**config.mk**
```make
export PLATFORM = sky130hd
export DESIGN_NAME = decode_align_queue
export DESIGN_NICKNAME = d
export VERILOG_FILES = /design/src/rtl/decode_align_queue.sv
export SDC_FILE = /design/constraint.sdc
export NUM_CORES = 1
export LEC_CHECK = 0
export ABC_CLOCK_PERIOD_IN_PS = 7280
export CAP_MARGIN = 20
export CORE_UTILIZATION = 45
export CTS_CLUSTER_DIAMETER = 200
export CTS_CLUSTER_SIZE = 10
export DETAILED_ROUTE_END_ITERATION = 10
export DONT_BUFFER_PORTS = 1
export GPL_TIMING_DRIVEN = 0
export PLACE_DENSITY_LB_ADDON = 0.08
export REMOVE_ABC_BUFFERS = 1
export SLEW_MARGIN = 15
export SYNTH_ARGS = -nofsm -noshare
export SYNTH_HDL_FRONTEND = slang
export SYNTH_SLANG_ARGS = --single-unit
```
**constraint.sdc**
```tcl
create_clock -name clk -period 7.28 [get_ports clk]
set_input_delay 0.364 -clock clk [delete_from_list [all_inputs] [get_ports clk]]
set_output_delay 0.364 -clock clk [all_outputs]
set_load 0.02 [all_outputs]
```
**src/rtl/decode_align_queue.sv**
```systemverilog
// decode_align_queue: instruction alignment queue between fetch and decode.
// Fetch words are stored as halfword slots and one aligned instruction is
// presented per cycle together with pc, npc and any attached fetch fault.
// Optional feature macro RVC_EN: when defined, 16-bit compressed instructions
// are recognised and redirects to an odd halfword drop the first low half.
// When undefined, every instruction is 32 bits and a redirect to an odd
// halfword raises an instruction-address-misaligned fault until the next clear.
module decode_align_queue #(
  parameter int unsigned     XLEN     = 32,
  parameter int unsigned     DEPTH    = 4,
  parameter logic [XLEN-1:0] PC_RESET = '0
) (
  input  logic                      clk,
  input  logic                      rst,
  input  logic                      fetch_valid,
  output logic                      fetch_ready,
  input  logic [31:0]               fetch_rdata,
  input  logic                      fetch_error,
  input  logic                      clear,
  input  logic [XLEN-1:0]           clear_pc,
  input  logic                      stall,
  output logic                      dec_valid,
  output logic [31:0]               dec_instr,
  output logic [XLEN-1:0]           dec_pc,
  output logic [XLEN-1:0]           dec_npc,
  output logic                      dec_exception,
  output logic [3:0]                dec_ecause,
  output logic [XLEN-1:0]           dec_etval,
  output logic [$clog2(2*DEPTH):0]  count
);
  localparam int unsigned SLOTS = 2 * DEPTH;
  localparam int unsigned PW    = $clog2(SLOTS);
  localparam int unsigned CW    = PW + 1;

  logic [15:0]     slot_data [SLOTS];
  logic            slot_err  [SLOTS];
  logic [PW-1:0]   rd_ptr, wr_ptr;
  logic [CW-1:0]   cnt_q;
  logic [XLEN-1:0] pc_q;
  // Set by a clear to an odd halfword. With RVC_EN it means "drop the low
  // half of the next fetch word"; without it the head is a misaligned fault.
  logic            odd_redirect;

  logic [15:0]     h0, h1;
  logic            h0_err, h1_err;
  logic            short_instr, head_hold, push, pop;
  logic [CW-1:0]   push_n, pop_n;

  // Head decode, handshake and presentation of the aligned instruction
  always_comb begin
    h0     = slot_data[rd_ptr];
    h0_err = slot_err[rd_ptr];
    h1     = slot_data[rd_ptr + PW'(1)];
    h1_err = slot_err[rd_ptr + PW'(1)];
`ifdef RVC_EN
    // A faulting first halfword has no trustworthy length bits: treat as 2 bytes.
    short_instr = h0_err | (h0[1:0] != 2'b11);
    head_hold   = 1'b0;
`else
    short_instr = 1'b0;
    head_hold   = odd_redirect;
`endif
    fetch_ready = (CW'(SLOTS) - cnt_q) >= CW'(2);
    dec_valid   = head_hold |
                  ((cnt_q != '0) & (short_instr | h0_err | (cnt_q >= CW'(2))));
    push        = fetch_valid & fetch_ready;
    pop         = dec_valid & ~stall & ~head_hold;
`ifdef RVC_EN
    push_n      = push ? (odd_redirect ? CW'(1) : CW'(2)) : '0;
`else
    push_n      = push ? CW'(2) : '0;
`endif
    pop_n       = pop ? (short_instr ? CW'(1) : CW'(2)) : '0;

    dec_pc        = pc_q;
    dec_npc       = pc_q + (short_instr ? XLEN'(2) : XLEN'(4));
    dec_exception = 1'b0;
    dec_ecause    = 4'd0;
    dec_etval     = '0;
    dec_instr     = '0;
    if (dec_valid) begin
      if (head_hold) begin
        dec_exception = 1'b1;
        dec_ecause    = 4'd0;
        dec_etval     = pc_q;
      end else if (h0_err) begin
        dec_exception = 1'b1;
        dec_ecause    = 4'd1;
        dec_etval     = pc_q;
      end else if (!short_instr && h1_err) begin
        dec_exception = 1'b1;
        dec_ecause    = 4'd1;
        dec_etval     = pc_q + XLEN'(2);
      end else if (short_instr) begin
        dec_instr = {16'h0000, h0};
      end else begin
        dec_instr = {h1, h0};
      end
    end
    count = cnt_q;
  end

  // Pointers, occupancy, pc and redirect state; clear overrides push and pop
  always_ff @(posedge clk) begin
    if (rst) begin
      rd_ptr       <= '0;
      wr_ptr       <= '0;
      cnt_q        <= '0;
      pc_q         <= PC_RESET;
      odd_redirect <= 1'b0;
    end else if (clear) begin
      rd_ptr       <= '0;
      wr_ptr       <= '0;
      cnt_q        <= '0;
      pc_q         <= clear_pc;
      odd_redirect <= clear_pc[1];
    end else begin
      if (push) begin
        wr_ptr <= wr_ptr + PW'(push_n);
`ifdef RVC_EN
        odd_redirect <= 1'b0;
`endif
      end
      if (pop) begin
        rd_ptr <= rd_ptr + PW'(pop_n);
        pc_q   <= dec_npc;
      end
      cnt_q <= cnt_q + push_n - pop_n;
    end
  end

  // Halfword storage; a dropped low half puts the high half in the write slot
  always_ff @(posedge clk) begin
    if (!rst && !clear && push) begin
      if (push_n == CW'(1)) begin
        slot_data[wr_ptr] <= fetch_rdata[31:16];
        slot_err[wr_ptr]  <= fetch_error;
      end else begin
        slot_data[wr_ptr]          <= fetch_rdata[15:0];
        slot_err[wr_ptr]           <= fetch_error;
        slot_data[wr_ptr + PW'(1)] <= fetch_rdata[31:16];
        slot_err[wr_ptr + PW'(1)]  <= fetch_error;
      end
    end
  end

endmodule

```
Word-level counts from Yosys, hierarchy flattened
Memory sizes are Yosys's and may differ from the RTL's. A register that Yosys moved wholly into a read port is not among the register bits.
Index checks and enable logic that the tools add are counted.
{"block": "word_totals", "mem_count": 2, "in_bits": 70, "ramBits": 136, "regBits": 43, "word_cells": 68, "out_inout_bits": 139}
{"name": "slot_data", "words": 8, "width": 16, "read_ports": 2, "rd_ports_with_merged_regs": 1, "write_ports": 2, "line": "35", "source": "logic [15:0] slot_data [SLOTS];"}
{"name": "slot_err", "words": 8, "width": 1, "read_ports": 2, "rd_ports_with_merged_regs": 1, "write_ports": 2, "line": "36", "source": "logic slot_err [SLOTS];"}
{"block": "op_classes", "n_addsub": 9, "bitwise_logic": 10, "eq_ne": 1, "order_cmp": 2, "muxes": 32, "reduce_logical": 7}
{"operator": "$mux 32", "n": 10}
{"operator": "$add 32x2->32 const B", "n": 1}
{"operator": "$add 32x3->32 const B", "n": 1}
{"operator": "$mux 16", "n": 1}
{"operator": "$mux 1", "n": 15}
{"operator": "$mux 3", "n": 4}
{"operator": "$ge 4x2->1 const B", "n": 2}
{"operator": "$add 3x1->3 const B", "n": 2}
{"operator": "$add 3x2->3", "n": 2}
{"operator": "$add 4x2->4", "n": 1}
{"operator": "$and 1x1->1", "n": 4}
{"operator": "$mux 2", "n": 2}
{"operator": "$or 1x1->1", "n": 4}
{"operator": "$reduce_bool 4->1", "n": 1}
{"operator": "$sub 4x2->4", "n": 1}
{"operator": "$sub 4x4->4 const A", "n": 1}
{"operator": "$eq 2x1->1 const B", "n": 1}
{"operator": "$logic_and 1x1->1", "n": 2}
{"operator": "$logic_not 1->1", "n": 2}
{"operator": "$not 1->1", "n": 2}
{"operator": "$reduce_bool 2->1", "n": 1}
{"operator": "$reduce_or 2->1", "n": 1}

Depth between registers and ports, before layout
Gate-level depths: netlist of the first run.
{"block": "depth", "depth_word": 10, "mapped_depth": 11, "mapped_depth_nobuf": 10}

Worst setup path after synthesis of the first run
No wires, ideal clock.
{"block": "synth_path", "path_type": "reg-to-reg", "startpoint": "register cnt_q[1] (netlist: count[1])", "endpoint": "memory slot_data[0][0] (enable)", "arrival_time_ns": 3.768, "path_slack_ns": 3.048, "required_ns": 6.816, "path_stages_with_launch": 9, "path_cell_list": "dfxtp_1 -> inv_1 -> ha_1 -> xor2_1 -> o31ai_1 -> inv_1 -> nand2_1 -> clkbuf_1 -> nor3_1"}
{"item": "start, declared", "line": "38", "source": "logic [CW-1:0] cnt_q;"}
{"item": "start signal, assigned", "line": "128", "source": "cnt_q <= cnt_q + push_n - pop_n;"}
{"item": "end, declared", "line": "35"}

==> results of run 1 <==
==> metrics by stage <==
step	std cells	power (mW)	setup WS [ns]	instance area, um2	utilization [%]
5_1_grt	1082	2.86	2.73	10400	50.8
3_5_place_dp	1048	1.84	3.19	9760	47.8
4_1_cts	1081	2.76	2.90	10400	50.8
6_report	1082	2.74	2.95	10400	50.8
2_1_floorplan	764	1.66	2.94	9150	-
3_3_place_gp	1034	1.79	0.186	9490	46.4
==> cells by family (layout without fill, tap and decap cells) <==
group / after synthesis / count (layout) / share of synthesized area [%]
other: 1 / 4 / 0.0396
xor gates and xnor gates: 75 / 75 / 6.94
DFF: 174 / 174 / 50.8
adders and majority gates: 9 / 9 / 1.35
and+or+nand+nor: 320 / 320 / 16.3
AOI/OAI and AO/OA: 64 / 64 / 4.47
buffers and inverters: 85 / 66 / 4.15
muxes: 100 / 100 / 16.0
==> placed cells by master, fill, tap and decap left out, types with 4 or more instances in the layout <==
cell type | Yosys | layout
xnor2_1 | 41 | 41
nand2_1 | 91 | 91
edfxtp_1 | 132 | 132
nor4_1 | 10 | 10
or3_1 | 11 | 11
ha_1 | 7 | 7
clkbuf_16 | 0 | 17
o21ai_0 | 10 | 10
a211oi_1 | 15 | 15
inv_1 | 16 | 16
nor2_1 | 86 | 82
mux2_2 | 64 | 64
inv_8 | 0 | 7
nor2b_1 | 33 | 33
a21oi_1 | 17 | 16
dfxtp_1 | 42 | 40
xor2_1 | 34 | 34
nand3_1 | 22 | 21
conb_1 | 1 | 4
and3_1 | 4 | 4
mux4_2 | 31 | 31
buf_6 | 3 | 4
and2_1 | 5 | 5
nand4_1 | 19 | 19
nand2b_1 | 4 | 4
nor3_1 | 24 | 23
a311oi_1 | 6 | 6
==> final timing paths <==
| check | endpoint | slack, ns | cells past startpoint |
|---|---|---|---|
| setup / recovery | dec_etval[28] | 2.95 | 5 |
| hold / removal | slot_err[6] | 0.03 | 0 |
| setup reg to reg | count[3] | 3.25 | 9 |
| hold reg to reg | wr_ptr[1] | 0.57 | 2 |
==> power groups by stage <==
stage	Sequential (mW)	Combinational [mW]	Clock [mW]
floorplan	1.21	0.441	0
global placement	1.23	0.557	0
detailed placement	1.23	0.605	0
CTS	1.21	0.609	0.938
global route	1.22	0.662	0.981
finish	1.21	0.604	0.929
==> worst max-delay path: stages (launching register included) <==
cell and delay [ns]:
dfxtp_1 0.99, mux4_2 0.76, nor2_1 0.75, nand2_1 0.23, or3_1 0.36, a21oi_1 0.44
==> area by class of cell <==
class / instances / share of cell area [%]
Clock buffer: 17 / 4.10
Timing Repair Buffer: 17 / 2.36
Clock inverter: 14 / 1.62
Tap cell: 270 / 3.25
Sequential cell: 174 / 46.3
Multi-Input combinational cell: 572 / 41.7
Inverter: 18 / 0.663
==> flip-flops by register name, indices dropped and copies added (netlist names), named ones only <==
| signal | flops |
|---|---|
| rd_ptr | 2 |
| wr_ptr | 2 |
| slot_err | 4 |
| head_hold | 1 |
| slot_data | 128 |
| dec_pc | 32 |
| count | 3 |
==> metal layers <==
| layer | track usage [%] | vias to the layer above | wire length [um] |
|---|---|---|---|
| met1 | 31.1 | 3214 | 10900 |
| met5 | 0 | - | 0 |
| met2 | 39.0 | 199 | 12300 |
| met3 | 6.52 | 29 | 1710 |
| li1 | - | 2938 | - |
| met4 | 7.47 | 0 | 389 |
==> run_results.csv, run 1 <==
group,metric,value,unit
synthesis,synth_cells,828,
clock_tree,tritoncts,"yes",
synthesis,synth_area_leaders,"edfxtp_1 (42%), dfxtp_1 (8.9%), mux2_2 (7.6%), mux4_2 (7.4%), xnor2_1 (3.8%)",
synthesis,ys_seq_area_share,50.8,%
floorplan,start_util,46.3,%
synthesis,yosysTopAreaCell,"edfxtp_1",
route,vias_per_cell,5.90,
final_layout,multi_input_area,4330,um2
timing,drv_slew,0,
clock_tree,clk_latency,0.43,ns
timing,clock_skew,0.0120,ns
power,p_switching,924,uW
min_path,worstHoldStart,"fetch_error",
power,intPower,1.82,mW
final_layout,ff_latch_area,4810,um2
flow_run,drv_cap,0,
route,wire_per_inst,23.3,um
clock_tree,h-tree-depth,4,
critical_path,worstSetupPathType,"reg -> out",
clock_tree,numCtsBuffers,17,
clock_tree,cts_max_path_buffers,2,
run_status,outcome,"finished clean",
timing,timing.setup.tns,0,ns
route,vias,6380,
timing,post-route-period-util,59.5,%
critical_path,startpoint_type,"register",
timing,slew_headroom,32.3,%
clock_tree,clockRootBuffer,"clkbuf_16",
power,combPwrFrac,22.0,%
grt,track_usage,23.9,%
critical_path,cp.arrival,3.97,ns
clock_tree,path_clk_slew,0.07,ns
clock_tree,ctsResizeCount,0,
grt,grt_pass1_wl,38.4,mm
route,dr.pass1.iters,5,
placement,hpwlAfterDp,17.2,mm
floorplan,core-area,20400,um2
placement,gp_congestion,0.823,
timing,fin_crit,4.33,ns
synthesis,yosysMostFrequentCell,"edfxtp_1",
critical_path,path_max_fanout,17,
power,vdd_ir_drop_max,0.192,mV
critical_path,worstSetupEndpointType,"output pin",
grt,grt-ovfl-total,0,
floorplan,die_w,147,um
power,clockPowerShare,33.9,%
power,powerDensity,264,nW/um2
route,drt_drc_violations_left,0,
grt,grt_pass1_vias,6456,
grt,grt_max_degree,54,
synthesis,async_reset_ff_share,0,%
critical_path,required,6.92,ns
synthesis,synth_cell_types,53,
floorplan,dieHeight,147,um
synthesis,ys_ff_latch,174,
synthesis,synth_common_cells,"edfxtp_1 (132), nand2_1 (91), nor2_1 (86)",
final_layout,area_growth_syn_to_layout,9.68,%
synthesis,synth-edff-count,132,
final_layout,fill_cells,1816,
timing,fmax,231,MHz
clock_tree,cts_setup_buffers,0,
timing,worst_hold_slack,0.0296,ns
power,switching_share,33.7,%
placement,portBuffers,0,
route,drt-total-wl,25.2,mm
clock_tree,hold_buffers,2,
power,p_leak,3.34,nW
final_layout,drive_gt1_share,19.8,%
floorplan,row_count,52,
timing,tightest_slew,1.01,ns
timing,rsz0062_at_grt,"no",
timing,hold_viol,0,
synthesis,syn_area_per_cell,11.4,um2
synthesis,yosys.area.top_type_share,41.9,%
clock_tree,clock-sinks,174,
timing,finalSetupViolations,0,
min_path,hp-class,"in -> reg",
synthesis,yosys_warnings,0,
synthesis,yosys_most_used_dff,"edfxtp_1",
route,postRouteAntennaNets,0,
synthesis,syn_area,9470,um2
floorplan,ios,209,
route,dr.first_iter.drc_count,539,
grt,antenna_found_initial,0,
final_layout,nets,879,
floorplan,die_area,21600,um2
final_layout,diodes,0,
power,p_seq_share,44.1,%
Note: power is estimated with default switching activity, not from simulation.
==> run 2: changes to the inputs <==
--- a/config.mk
+++ b/config.mk
@@ -5,7 +5,7 @@
 export SDC_FILE = /design/constraint.sdc
 export NUM_CORES = 1
 export LEC_CHECK = 0
-export ABC_CLOCK_PERIOD_IN_PS = 7280
+export ABC_CLOCK_PERIOD_IN_PS = 4100
 export CAP_MARGIN = 20
 export CORE_UTILIZATION = 45
 export CTS_CLUSTER_DIAMETER = 200
==> constraint.sdc (replaced) <==
create_clock -name clk -period 4.1 [get_ports clk]
set_input_delay 0.205 -clock clk [delete_from_list [all_inputs] [get_ports clk]]
set_output_delay 0.205 -clock clk [all_outputs]
set_load 0.02 [all_outputs]
==> run 2 against run 1 <==
- via count increased by 4.8%
- worst hold slack worse by 0.017 ns
- register-to-register slack worse by 2.9 ns
- critical endpoint unchanged
- highest routed layer unchanged
- largest cell class unchanged
==> run_results.csv, run 2 (synthesis results as in run 1) <==
group,metric,value,unit
run_status,outcome,"finished clean",
route,wire_per_inst,22.8,um
floorplan,core-area,20400,um2
critical_path,worstSetupPathType,"reg -> out",
grt,grt_pass1_vias,6873,
timing,drv_slew,0,
power,vdd_ir_drop_max,0.342,mV
timing,timing.setup.tns,0,ns
critical_path,regToRegStartpoint,"count[1]",
flow_run,drv_cap,0,
power,fin_total_pwr,4.95,mW
critical_path,reg2reg_slack,0.34,ns
timing,tightest_slew,1.04,ns
timing,post-route-period-util,93.8,%
clock_tree,cts_max_path_buffers,2,
clock_tree,h-tree-depth,4,
placement,gp_congestion,0.823,
critical_path,slowest_stage,"nor2_1",
route,dr.pass1.iters,5,
critical_path,critPathTopFamily,"simple AND/OR/NAND/NOR gates",
critical_path,path_max_fanout,17,
min_path,worstHoldStart,"rst",
critical_path,path_cells,"mux4_2 > nor2_1 > nand2_1 > or3_1 > a21oi_1",
critical_path,worstSetupEndpointType,"output pin",
timing,finalSetupViolations,0,
floorplan,start_util,46.3,%
clock_tree,numCtsBuffers,17,
min_path,whs_path_depth,2,
critical_path,critPathBufInv,0,
final_layout,largest_reg_flops,128,
clock_tree,path_clk_slew,0.07,ns
floorplan,dieHeight,147,um
power,p_leak,3.64,nW
placement,portBuffers,0,
grt,track_usage,24.8,%
timing,clock_skew,0.0113,ns
critical_path,ff2ff_path_depth,9,
route,drt-total-wl,26.3,mm
critical_path,crit-reg2reg-capture,"slot_data[1][15]",
final_layout,drive_gt1_share,18.4,%
critical_path,critPathMaxStageDelay,0.77,ns
final_layout,area_growth_syn_to_layout,17.3,%
min_path,hp-class,"in -> reg",
route,postRouteAntennaNets,0,
route,drt_drc_violations_left,0,
grt,grt_pass1_wl,40.1,mm
clock_tree,clockRootBuffer,"clkbuf_16",
final_layout,layout_commonest_cell,"edfxtp_1",
final_layout,nets,949,
floorplan,die_w,147,um
critical_path,crit_cells,5,
route,dr.first_iter.drc_count,538,
critical_path,startpoint_type,"register",
power,powerDensity,446,nW/um2
route,vias_per_cell,5.80,
route,vias,6685,
final_layout,layout_common_cells,"edfxtp_1 (132), nand2_1 (91), nor2_1 (82)",
timing,rsz0062_at_grt,"no",
clock_tree,clk_latency,0.43,ns
timing,fin_crit,3.84,ns
floorplan,row_count,52,
grt,antenna_found_initial,0,
clock_tree,clock-sinks,174,
clock_tree,tritoncts,"yes",
floorplan,ios,209,
timing,hold_viol,0,
floorplan,die_area,21600,um2
grt,grt_max_degree,54,
grt,grt-ovfl-total,0,
timing,fmax,260,MHz
critical_path,endpoint,"dec_etval[28]",
critical_path,cp.arrival,3.64,ns
timing,slew_headroom,30.8,%
critical_path,required,3.89,ns
final_layout,diodes,0,
placement,hpwlAfterDp,17.2,mm
final_layout,top_register,"slot_data",
[run 2: changes by cell type in the layout (fill, tap and decap cells not counted)]
cell | previous run | this run
buf_12 | 3 | 4
dlygate4sd3_1 | 2 | 72
dfxtp_2 | 2 | 3
dfxtp_1 | 40 | 39
buf_2 | 1 | 0
[run 2: layout make-up]
type	count	area (um2)
Clock inverter	14	168
Timing Repair Buffer	87	961
Tap cell	270	338
Fill cell	1759	9330
Multi-Input combinational cell	572	4330
Clock buffer	17	425
Inverter	18	68.8
Sequential cell	174	4810
[run 2: worst min-delay path by stage]
stage                                  to  slack [ns]
after global routing            dec_pc[6]       0.006
after global placement         dec_pc[29]        0.28
final                            register        0.01
after CTS                 slot_data[3][3]       0.001
after detailed placement       dec_pc[29]        0.28
after floorplan                 dec_pc[1]        0.27
[run 2: power breakdown]
part           total [mW]  internal (mW)  switching, mW
registers            2.15           2.01          0.140
logic                1.15          0.396          0.756
clock network        1.65          0.873          0.777
total                4.95           3.27           1.67
[run 2: per-layer routing]
metal | part of all wire [%] | up-vias | GRT usage [%]
met5 | 0 | - | 0
met4 | 2.1 | 0 | 7.63
met3 | 6.9 | 46 | 6.65
met2 | 48 | 241 | 40.3
met1 | 44 | 3321 | 32.6
li1 | - | 3077 | -
[run 2: through the flow]
stage	hold slack (ns)	cells	setup WS, ns	util, %	area, um2
floorplan	0.274	764	-0.236	-	9150
global placement	0.282	1034	-2.99	46.4	9490
detailed placement	0.284	1048	0.00507	47.8	9760
CTS	0.00111	1150	0.244	54.2	11100
global route	0.00600	1152	0.0518	54.3	11100
finish	0.0124	1152	0.256	54.3	11100
[run 2: repair_timing]
item / CTS / global route
resized for setup: 1 / 0
hold endpoints to repair: 100 / 1
hold buffers: 71 / 2
setup buffers: 0 / 0
setup endpoints to repair: 4 / 0
==> run 3: changes to the inputs <==
--- a/config.mk
+++ b/config.mk
@@ -5,6 +5,7 @@
 export SDC_FILE = /design/constraint.sdc
 export NUM_CORES = 1
 export LEC_CHECK = 0
+export ABC_AREA = 1
 export ABC_CLOCK_PERIOD_IN_PS = 4100
 export CAP_MARGIN = 20
 export CORE_UTILIZATION = 45
==> run 3 against run 2 <==
- sequential share of layout area decreased by 0.93 points
- synthesized cell count increased by 54%
- sequential cell count unchanged
- clock power about the same
- final area increased by 2.2%
- largest power group unchanged
- utilization decreased by 2.4 points
- highest routed layer unchanged
- critical endpoint is now dec_instr[13]
- clock skew about the same
==> run_results.csv, run 3 <==
group,metric,value,unit
timing,rsz0062_at_grt,"no",
final_layout,fill_cells,2141,
grt,track_usage,25.0,%
synthesis,yosys_most_used_dff,"edfxtp_1",
synthesis,synth-edff-count,132,
synthesis,yosysMostFrequentCell,"nand2_1",
route,drt-total-wl,28.4,mm
clock_tree,clockRootBuffer,"clkbuf_16",
clock_tree,cts_max_path_buffers,2,
synthesis,yosys_warnings,0,
grt,antenna_found_initial,0,
synthesis,syn_area_per_cell,7.88,um2
floorplan,dieHeight,151,um
final_layout,fin_area,11300,um2
placement,placed_area,10300,um2
floorplan,die_w,151,um
route,dr.first_iter.drc_count,522,
clock_tree,cts_setup_buffers,0,
floorplan,row_count,54,
final_layout,diodes,0,
critical_path,worstSetupStartpoint,"rd_ptr[1]",
clock_tree,tritoncts,"yes",
synthesis,synth_common_cells,"nand2_1 (312), nor2_1 (207), o21ai_0 (144)",
power,p_leak,4.14,nW
power,powerDensity,447,nW/um2
route,dr.pass1.iters,5,
grt,grt_pass1_wl,42.0,mm
clock_tree,clock-sinks,174,
timing,hold_viol,0,
final_layout,largest_reg_flops,128,
timing,slew_headroom,22.4,%
critical_path,path_max_fanout,37,
final_layout,top_register,"slot_data",
route,vias,8329,
critical_path,startpoint_type,"register",
clock_tree,path_clk_slew,0.07,ns
grt,grt_pass1_vias,7229,
critical_path,required,3.89,ns
critical_path,worstSetupPathType,"reg -> out",
timing,drv_slew,0,
route,wire_per_inst,18.1,um
synthesis,yosys.area.top_type_share,39.5,%
final_layout,layout_common_cells,"nand2_1 (312), nor2_1 (207), o21ai_0 (144)",
final_layout,drive_gt1_share,10.5,%
critical_path,worstSetupEndpointType,"output pin",
synthesis,yosysTopAreaCell,"edfxtp_1",
route,drt_drc_violations_left,0,
timing,clock_skew,0.0111,ns
final_layout,nets,1360,
critical_path,ff2ff_path_depth,11,
critical_path,reg2reg_slack,0.71,ns
clock_tree,h-tree-depth,4,
final_layout,area_growth_syn_to_layout,13.0,%
flow_run,drv_cap,0,
timing,finalSetupViolations,0,
timing,tightest_slew,1.16,ns
placement,hpwlAfterDp,19.7,mm
synthesis,synth_cell_types,43,
critical_path,endpoint,"dec_instr[13]",
min_path,hp-class,"in -> reg",
grt,grt-ovfl-total,0,
timing,timing.setup.tns,0,ns
critical_path,crit-reg2reg-capture,"dec_pc[14]",
synthesis,syn_area,10000,um2
placement,portBuffers,0,
clock_tree,numCtsBuffers,17,
floorplan,start_util,46.0,%
route,vias_per_cell,5.29,
floorplan,core-area,21800,um2
final_layout,layout_commonest_cell,"nand2_1",
synthesis,async_reset_ff_share,0,%
placement,gp_congestion,0.955,
timing,fmax,266,MHz
synthesis,ys_ff_latch,174,
synthesis,synth_cells,1273,
clock_tree,clk_latency,0.43,ns
synthesis,ys_seq_area_share,47.9,%
timing,post-route-period-util,91.7,%
critical_path,cp.arrival,3.55,ns
grt,grt_max_degree,38,
run_status,outcome,"finished clean",
synthesis,synth_area_leaders,"edfxtp_1 (40%), nand2_1 (12%), dfxtp_1 (8.4%), nor2_1 (7.7%), o21ai_0 (7.2%)",
power,vdd_ir_drop_max,0.245,mV
floorplan,die_area,22900,um2
route,postRouteAntennaNets,0,
floorplan,ios,209,
timing,fin_crit,3.76,ns
run 3: changes by cell type in the layout (fill, tap and decap cells not counted), moves of 40 or more:
| cell | change |
|---|---|
| dlygate4sd3_1 | -40 |
| nand3_1 | +42 |
| nor2_1 | +125 |
| nand2_1 | +221 |
| mux2_2 | -63 |
| o21ai_0 | +134 |
| inv_1 | +81 |
run 3: metal layers:
layer	track usage (%)	share of wire, %	vias up
li1	-	-	4169
met1	36.7	47	3845
met2	36.5	44	280
met3	4.97	7.0	35
met4	8.20	2.0	0
met5	0	0	-
run 3: worst max-delay path, stage by stage, from the launching register on:
cell	delay (ns)
dfxtp_2	0.88
inv_2	0.48
nor2_1	0.20
o21ai_0	0.10
o21ai_1	0.19
inv_1	0.12
nor2_4	0.19
nand2_4	0.35
a21oi_1	0.56
run 3: area by class of cell:
cell class	count	area, um2	share of cell area (%)
Tap cell	280	350	3.09
Multi-Input combinational cell	932	4560	40.2
Inverter	108	410	3.62
Sequential cell	174	4810	42.4
Clock buffer	17	425	3.75
Timing Repair Buffer	48	619	5.46
Clock inverter	15	165	1.46
run 3: kinds of logic after synthesis:
| family | Yosys count | share of synthesized area, % |
|---|---|---|
| and+or+nand+nor | 651 | 28.4 |
| muxes | 1 | 0.112 |
| other | 1 | 0.0374 |
| xor gates and xnor gates | 25 | 2.33 |
| adders and majority gates | 9 | 1.27 |
| DFF | 174 | 47.9 |
| buffers and inverters | 170 | 7.66 |
| AOI/OAI and AO/OA | 242 | 12.3 |
run 3: how the worst min path moves through the flow:
| stage | slack [ns] | cells after the start | endpoint | start |
|---|---|---|---|---|
| after floorplan | 0.27 | 1 | dec_pc[14] | rst |
| after global placement | 0.27 | 1 | dec_pc[14] | rst |
| after detailed placement | 0.27 | 1 | dec_pc[14] | rst |
| after CTS | 0.0003 | 4 | dec_pc[21] | clear_pc[21] |
| after global routing | 0.03 | 4 | dec_pc[28] | clear |
| final | 0.0006 | 4 | dec_pc[19] | clear_pc[19] |
run 3: metrics by stage:
stage                     instances  power [mW]  util [%]  setup WS, ns  hold WS (ns)
after detailed placement       1510        3.41      47.4         0.370         0.273
final                          1574        5.07      52.0         0.340      0.000607
after floorplan                1214        3.06         -         0.703         0.267
after global placement         1494        3.38      46.0        -0.462         0.272
after CTS                      1574        5.08      51.6       -0.0728      0.000346
after global routing           1574        5.32      52.0        0.0920        0.0284
run 3: power by group:
part | switching, mW | internal, mW | leakage, nW
Sequential | 0.203 | 2.03 | 1.54
Combinational | 0.891 | 0.315 | 2.32
Clock | 0.762 | 0.869 | 0.290
run 3: timing repair:
action / 4_1_cts / 5_1_grt
cloned: 0 / 0
endpoints found under the setup margin: 14 / 31
hold buffers: 32 / 0
resized for setup: 2 / 23
endpoints found under the hold margin: 101 / 0
